--- src/rtl/rs_multi_cdb_pkg.sv ---
// rtl/rs_multi_cdb_pkg.sv - shared constants for the multi-CDB reservation station
package rs_multi_cdb_pkg;

    localparam int DEF_RS_DEPTH  = 16;
    localparam int DEF_DATA_W    = 32;
    localparam int DEF_ROB_TAG_W = 4;
    localparam int DEF_OP_W      = 6;
    localparam int DEF_NUM_CDB   = 2;

    // ROB tag value meaning "no dependency, value already present"
    localparam int ZERO_TAG_ROB  = 0;

    typedef enum logic [DEF_OP_W-1:0] {
        OP_ADD = 6'd0,
        OP_SUB = 6'd1,
        OP_AND = 6'd2,
        OP_OR  = 6'd3,
        OP_XOR = 6'd4,
        OP_SLL = 6'd5,
        OP_SRL = 6'd6,
        OP_SLT = 6'd7
    } alu_op_e;

endpackage

--- src/rtl/rs_age_select.sv ---
// rtl/rs_age_select.sv - oldest-ready picker driven by an age matrix
module rs_age_select
    import rs_multi_cdb_pkg::*;
#(
    parameter int DEPTH = DEF_RS_DEPTH
) (
    input  logic [DEPTH-1:0]            ready,
    input  logic [DEPTH-1:0][DEPTH-1:0] age,
    output logic [DEPTH-1:0]            sel_onehot,
    output logic [$clog2(DEPTH)-1:0]    sel_idx,
    output logic                        sel_valid
);

    localparam int IDX_W = $clog2(DEPTH);

    logic [DEPTH-1:0] blocked;

    // An entry is blocked when any older entry (age[j][i]) is also ready
    always_comb begin
        blocked = '0;
        for (int i = 0; i < DEPTH; i++) begin
            for (int j = 0; j < DEPTH; j++) begin
                if (ready[j] && age[j][i]) begin
                    blocked[i] = 1'b1;
                end
            end
        end
    end

    assign sel_onehot = ready & ~blocked;
    assign sel_valid  = |sel_onehot;

    // Encode the single surviving entry; lowest index wins if ever ambiguous
    always_comb begin
        sel_idx = '0;
        for (int i = DEPTH - 1; i >= 0; i--) begin
            if (sel_onehot[i]) begin
                sel_idx = IDX_W'(i);
            end
        end
    end

endmodule

--- src/rtl/rs_multi_cdb.sv ---
// rtl/rs_multi_cdb.sv - reservation station with N CDB snoop ports and oldest-first issue
module rs_multi_cdb
    import rs_multi_cdb_pkg::*;
#(
    parameter int RS_DEPTH  = DEF_RS_DEPTH,
    parameter int DATA_W    = DEF_DATA_W,
    parameter int ROB_TAG_W = DEF_ROB_TAG_W,
    parameter int OP_W      = DEF_OP_W,
    parameter int NUM_CDB   = DEF_NUM_CDB
) (
    input  logic                          clk,
    input  logic                          rst,
    input  logic                          rdy,
    input  logic                          in_dispatch_valid,
    output logic                          out_full,
    input  logic [ROB_TAG_W-1:0]          in_dispatch_rob_tag,
    input  logic [OP_W-1:0]               in_dispatch_op,
    input  logic [DATA_W-1:0]             in_dispatch_value1,
    input  logic [DATA_W-1:0]             in_dispatch_value2,
    input  logic [ROB_TAG_W-1:0]          in_dispatch_tag1,
    input  logic [ROB_TAG_W-1:0]          in_dispatch_tag2,
    input  logic [NUM_CDB-1:0]            in_cdb_valid,
    input  logic [NUM_CDB*ROB_TAG_W-1:0]  in_cdb_tag,
    input  logic [NUM_CDB*DATA_W-1:0]     in_cdb_value,
    input  logic                          in_flush,
    output logic                          out_alu_valid,
    input  logic                          in_alu_ready,
    output logic [OP_W-1:0]               out_alu_op,
    output logic [DATA_W-1:0]             out_alu_value1,
    output logic [DATA_W-1:0]             out_alu_value2,
    output logic [ROB_TAG_W-1:0]          out_alu_rob_tag
);

    localparam int IDX_W = $clog2(RS_DEPTH);
    localparam logic [ROB_TAG_W-1:0] ZT = ROB_TAG_W'(ZERO_TAG_ROB);

    logic [RS_DEPTH-1:0]               busy;
    logic [RS_DEPTH-1:0]               busy_nxt;
    logic [RS_DEPTH-1:0][RS_DEPTH-1:0] age;
    logic [RS_DEPTH-1:0]               ready;

    logic [OP_W-1:0]      e_op   [RS_DEPTH];
    logic [ROB_TAG_W-1:0] e_rob  [RS_DEPTH];
    logic [ROB_TAG_W-1:0] e_tag1 [RS_DEPTH];
    logic [ROB_TAG_W-1:0] e_tag2 [RS_DEPTH];
    logic [DATA_W-1:0]    e_val1 [RS_DEPTH];
    logic [DATA_W-1:0]    e_val2 [RS_DEPTH];

    logic [ROB_TAG_W-1:0] cdb_tag [NUM_CDB];
    logic [DATA_W-1:0]    cdb_val [NUM_CDB];

    logic [RS_DEPTH-1:0]  hit1;
    logic [RS_DEPTH-1:0]  hit2;
    logic [DATA_W-1:0]    cap1 [RS_DEPTH];
    logic [DATA_W-1:0]    cap2 [RS_DEPTH];

    logic [ROB_TAG_W-1:0] d_tag1;
    logic [ROB_TAG_W-1:0] d_tag2;
    logic [DATA_W-1:0]    d_val1;
    logic [DATA_W-1:0]    d_val2;

    logic [IDX_W-1:0]     free_idx;
    logic [RS_DEPTH-1:0]  sel_onehot;
    logic [IDX_W-1:0]     sel_idx;
    logic                 sel_valid;
    logic                 do_dispatch;
    logic                 do_issue;

    for (genvar p = 0; p < NUM_CDB; p++) begin : g_cdb_unpack
        assign cdb_tag[p] = in_cdb_tag[p*ROB_TAG_W +: ROB_TAG_W];
        assign cdb_val[p] = in_cdb_value[p*DATA_W +: DATA_W];
    end

    assign out_full    = &busy;
    assign do_dispatch = in_dispatch_valid && !out_full && !in_flush;
    assign do_issue    = (!out_alu_valid || in_alu_ready) && sel_valid;

    // Lowest-index free entry receives the next dispatch
    always_comb begin
        free_idx = '0;
        for (int i = RS_DEPTH - 1; i >= 0; i--) begin
            if (!busy[i]) begin
                free_idx = IDX_W'(i);
            end
        end
    end

    // Issuable entries are judged from registered state only
    always_comb begin
        for (int i = 0; i < RS_DEPTH; i++) begin
            ready[i] = busy[i] && (e_tag1[i] == ZT) && (e_tag2[i] == ZT);
        end
    end

    // Snoop every CDB port for waiting operands; iterating downwards lets port 0 win
    always_comb begin
        for (int i = 0; i < RS_DEPTH; i++) begin
            hit1[i] = 1'b0;
            hit2[i] = 1'b0;
            cap1[i] = '0;
            cap2[i] = '0;
            for (int p = NUM_CDB - 1; p >= 0; p--) begin
                if (in_cdb_valid[p] && (cdb_tag[p] != ZT) && busy[i]) begin
                    if (cdb_tag[p] == e_tag1[i]) begin
                        hit1[i] = 1'b1;
                        cap1[i] = cdb_val[p];
                    end
                    if (cdb_tag[p] == e_tag2[i]) begin
                        hit2[i] = 1'b1;
                        cap2[i] = cdb_val[p];
                    end
                end
            end
        end
    end

    // Dispatch bypass: a broadcast in the dispatch cycle resolves the operand directly
    always_comb begin
        d_tag1 = in_dispatch_tag1;
        d_tag2 = in_dispatch_tag2;
        d_val1 = in_dispatch_value1;
        d_val2 = in_dispatch_value2;
        for (int p = NUM_CDB - 1; p >= 0; p--) begin
            if (in_cdb_valid[p] && (cdb_tag[p] != ZT)) begin
                if (cdb_tag[p] == in_dispatch_tag1) begin
                    d_tag1 = ZT;
                    d_val1 = cdb_val[p];
                end
                if (cdb_tag[p] == in_dispatch_tag2) begin
                    d_tag2 = ZT;
                    d_val2 = cdb_val[p];
                end
            end
        end
    end

    rs_age_select #(
        .DEPTH(RS_DEPTH)
    ) u_age_select (
        .ready      (ready),
        .age        (age),
        .sel_onehot (sel_onehot),
        .sel_idx    (sel_idx),
        .sel_valid  (sel_valid)
    );

    // Issue frees the selected entry; dispatch claims the free one (never the same entry)
    always_comb begin
        busy_nxt = busy;
        if (do_issue) begin
            busy_nxt = busy_nxt & ~sel_onehot;
        end
        if (do_dispatch) begin
            busy_nxt[free_idx] = 1'b1;
        end
    end

    // Busy vector and age matrix; a new entry is younger than everything currently busy
    always_ff @(posedge clk) begin
        if (rst) begin
            busy <= '0;
            age  <= '0;
        end else if (rdy) begin
            if (in_flush) begin
                busy <= '0;
            end else begin
                busy <= busy_nxt;
                if (do_dispatch) begin
                    for (int j = 0; j < RS_DEPTH; j++) begin
                        age[j][free_idx] <= busy[j];
                    end
                    age[free_idx] <= '0;
                end
            end
        end
    end

    // Entry payload: dispatch writes the free entry, snoop fills waiting operands
    always_ff @(posedge clk) begin
        if (!rst && rdy && !in_flush) begin
            for (int i = 0; i < RS_DEPTH; i++) begin
                if (hit1[i]) begin
                    e_val1[i] <= cap1[i];
                    e_tag1[i] <= ZT;
                end
                if (hit2[i]) begin
                    e_val2[i] <= cap2[i];
                    e_tag2[i] <= ZT;
                end
            end
            if (do_dispatch) begin
                e_op[free_idx]   <= in_dispatch_op;
                e_rob[free_idx]  <= in_dispatch_rob_tag;
                e_tag1[free_idx] <= d_tag1;
                e_tag2[free_idx] <= d_tag2;
                e_val1[free_idx] <= d_val1;
                e_val2[free_idx] <= d_val2;
            end
        end
    end

    // Single issue register held stable until the ALU takes it
    always_ff @(posedge clk) begin
        if (rst) begin
            out_alu_valid   <= 1'b0;
            out_alu_op      <= '0;
            out_alu_value1  <= '0;
            out_alu_value2  <= '0;
            out_alu_rob_tag <= '0;
        end else if (rdy) begin
            if (in_flush) begin
                out_alu_valid <= 1'b0;
            end else if (do_issue) begin
                out_alu_valid   <= 1'b1;
                out_alu_op      <= e_op[sel_idx];
                out_alu_value1  <= e_val1[sel_idx];
                out_alu_value2  <= e_val2[sel_idx];
                out_alu_rob_tag <= e_rob[sel_idx];
            end else if (in_alu_ready) begin
                out_alu_valid <= 1'b0;
            end
        end
    end

endmodule

--- config.mk ---
export PLATFORM = sky130hd
export DESIGN_NAME = rs_multi_cdb
export DESIGN_NICKNAME = d
export VERILOG_FILES = /design/src/rtl/rs_multi_cdb_pkg.sv /design/src/rtl/rs_age_select.sv /design/src/rtl/rs_multi_cdb.sv
export SDC_FILE = /design/constraint.sdc
export NUM_CORES = 2
export LEC_CHECK = 0
export CAP_MARGIN = 0
export CELL_PAD_IN_SITES_DETAIL_PLACEMENT = 0
export CELL_PAD_IN_SITES_GLOBAL_PLACEMENT = 1
export CORE_MARGIN = 8
export CORE_UTILIZATION = 54
export CTS_CLUSTER_DIAMETER = 100
export DETAILED_ROUTE_END_ITERATION = 8
export PLACE_DENSITY_LB_ADDON = 0.1
export SLEW_MARGIN = 5
export SYNTH_ARGS = -nofsm -noshare
export SYNTH_HDL_FRONTEND = slang
export SYNTH_SLANG_ARGS = --single-unit
--- constraint.sdc ---
create_clock -name clk -period 9.89 [get_ports clk]
set_clock_uncertainty 0.1 [all_clocks]
set_input_delay 1.978 -clock clk [delete_from_list [all_inputs] [get_ports clk]]
set_output_delay 1.978 -clock clk [all_outputs]
set_load 0.02 [all_outputs]
==> impl_metrics.yaml <==
power_and_ir_drop:
  ir_worst_vdd_v: 0.0001984
  power-per-cell-area_nw_per_um2: 151.4
  total_leakage_power_nw: 29.11
flow_run:
  maxCapViolCount: 1
drt:
  dr.pass1.iters: 6
  ant_nets: 0
  drc: 0
  drt_iter0_drc: 15670
  wl_per_cell_um: 37.58
  wl_mm: 410.0
  vias_per_cell: 7.516
  vias: 81990
global_route:
  grt.overflow.total: 0
  antenna_found_initial: 13
  grt_use_total_pct: 43.80
  grt_pass1_vias: 77030
  grt_pass1_wl_mm: 573.1
  grt_max_degree: 159
final_layout:
  fillers: 13610
  nets: 8730
  stdcell_count: 10910
  area_growth_pct: 11.42
  drive_gt1_share_pct: 11.44
sta:
  drv_slew: 33
  setup_viol: 0
  finalCritPeriodShare_pct: 65.73
  finalSetupTns_ps: 0
  relSlewSlack_pct: -0.8655
  max_freq_mhz: 153.8
  rsz0062_at_grt: "no"
  period_minus_slack_ps: 6501
  max_slew.worst_pin.slew_ps: 1509
  finalHoldViolCount: 0
run_status:
  status: "complete, but fails checks"
  violations: "capacitance limit, slew limit"
floorplanning:
  core_um2: 162800
  io_pins: 238
  die_area_um2: 177200
  die_h_um: 421.0
  rows: 148
  chipWidth_um: 421.0
  initial_core_util_pct: 54.42
synthesis:
  syn_nets: 9071
  synth_top_area_cell: "edfxtp_1"
  postSynthCellCount: 8909
  synth-edff-count: 1312
  syn-mean-instance-area_um2: 9.942
  synth_cell_type_count: 77
  synth_top_area_share_pct: 44.48
  ys_ff_latch: 1659
  synth_area_leaders: "edfxtp_1 44%, a22oi_1 9.2%, dfxtp_1 7.8%"
  async_flop_share_pct: 0
  ys_top_cells_by_count: "1312 x edfxtp_1, 1188 x o21ai_0, 1086 x a22oi_1"
  seq_area_frac_synth_pct: 52.32
  yosysWarnings: 0
  synth_area_um2: 88570
  synth_most_common_cell: "edfxtp_1"
  synth_top_flop_cell: "edfxtp_1"
critical_path:
  startpoint_type: "register"
  r2r_end: "out_alu_value2[26]"
  endpoint: "out_alu_value2[26]"
  ff2ff_path_depth: 13
  cp-startpoint: "e_tag2[10][1]"
  path_max_fanout: 43
  reg2reg_from: "e_tag2[10][1]"
  crit_arrival_ps: 7100
  r2r_setup_slack_ps: 3390
  worstSetupPathType: "register to register"
  cp.required_ps: 10490
  cp-end-kind: "register"
clock_tree:
  cts_root_buf: "clkbuf_16"
  cts_resized: 0
  htree_levels: 4
  cts_setup_buffers: 0
  clk_pin_slew_worst_paths_ps: 60
  cts_tree: "built"
  numCtsBuffers: 179
  cts_buffer_depth: 3
  cts_sinks: 1659
  clock_latency_ps: 860
  cts_hold_buffers: 0
placed_design:
  dp_hpwl_mm: 235.2
  placed_cells: 10560
  portBuffers: 237
  place_congestion: 1.005
hold_path:
  worstHoldPathType: "register to register"
  hp-start: "age[47]"
sequential cells by signal, summed over array words and instances, names as in the netlist, 16 cells and up:
register,count
e_op,96
e_tag1,64
age,256
e_val2,512
out_alu_value2,32
e_val1,512
e_tag2,64
out_alu_value1,32
e_rob,64
busy,16
cells by family after synthesis:
family / share of synthesized area (%)
flops: 52.32
buf+inv: 5.419
simple gates: 13.53
mux: 3.334
xor+xnor: 2.690
compound gates: 22.70
worst min path at each step:
| stage | to | slack [ps] | cells after the start |
|---|---|---|---|
| after floorplan | age[34] | 320 | 1 |
| after global placement | age[34] | 330 | 1 |
| after detailed placement | age[0] | 340 | 1 |
| after CTS | age[190] | 360 | 1 |
| after global routing | age[191] | 380 | 1 |
| final | age[47] | 360 | 1 |
area by class of cell:
class	count	area, µm²	area share, %
tap	2175	2721	2.758
inverter	67	251.5	0.2548
antenna	8	20.02	0.02029
multi-input combinational	6082	38580	39.09
timing repair buffer	579	5046	5.113
sequential	1659	46350	46.96
clock buffer	252	5081	5.149
clock inverter	87	640.6	0.6491
placed cells by master (no fill, tap or decap), types with 185 or more instances in the layout:
master and count:
clkdlybuf4s50_1 219, edfxtp_1 1312, buf_4 327, nor2_1 389, o21ai_0 1188, a22oi_1 1086, clkbuf_16 185, a21oi_1 378
mux2i_1 295, nand4_1 340, dfxtp_1 346, nand2_1 989
metal layers:
layer / GRT usage [%] / share of wire, %
met3: 12.90 / 15
met4: 29.47 / 8.5
met1: 56.74 / 35
met5: 0.05373 / 0.029
met2: 63.44 / 42
report_power, final:
part	switching [mW]	internal (mW)	total (mW)
clock	2.98	3.74	6.72
combinational	0.607	0.169	0.776
sequential	0.00378	7.44	7.44
critical path: stages, from the launching register on:
cell and delay (ps):
edfxtp_1 520, nor2_1 1020, nand4_1 370, nand4_1 190, or4_1 360, a22o_1 570, a21boi_2 200, o21ai_4 200
buf_4 570, or2_4 680, buf_4 800, a21oi_1 150, nor4_2 350, a211oi_2 110
through the flow:
| step | total power, mW | cell area (µm²) | util, % | hold WS, ps | setup slack (ps) |
|---|---|---|---|---|---|
| 5_1_grt | 15.17 | 98670 | 60.62 | 375.4 | 3505 |
| 4_1_cts | 14.85 | 98590 | 60.57 | 359.5 | 3710 |
| 6_report | 14.94 | 98690 | 60.63 | 359.2 | 3389 |
| 3_5_place_dp | 8.327 | 92870 | 57.05 | 341.4 | 3360 |
| 3_3_place_gp | 8.319 | 92860 | 57.05 | 332.4 | 3347 |
| 2_1_floorplan | 7.959 | 88570 | - | 320.2 | 3575 |
(Power assumes the default switching activity.)
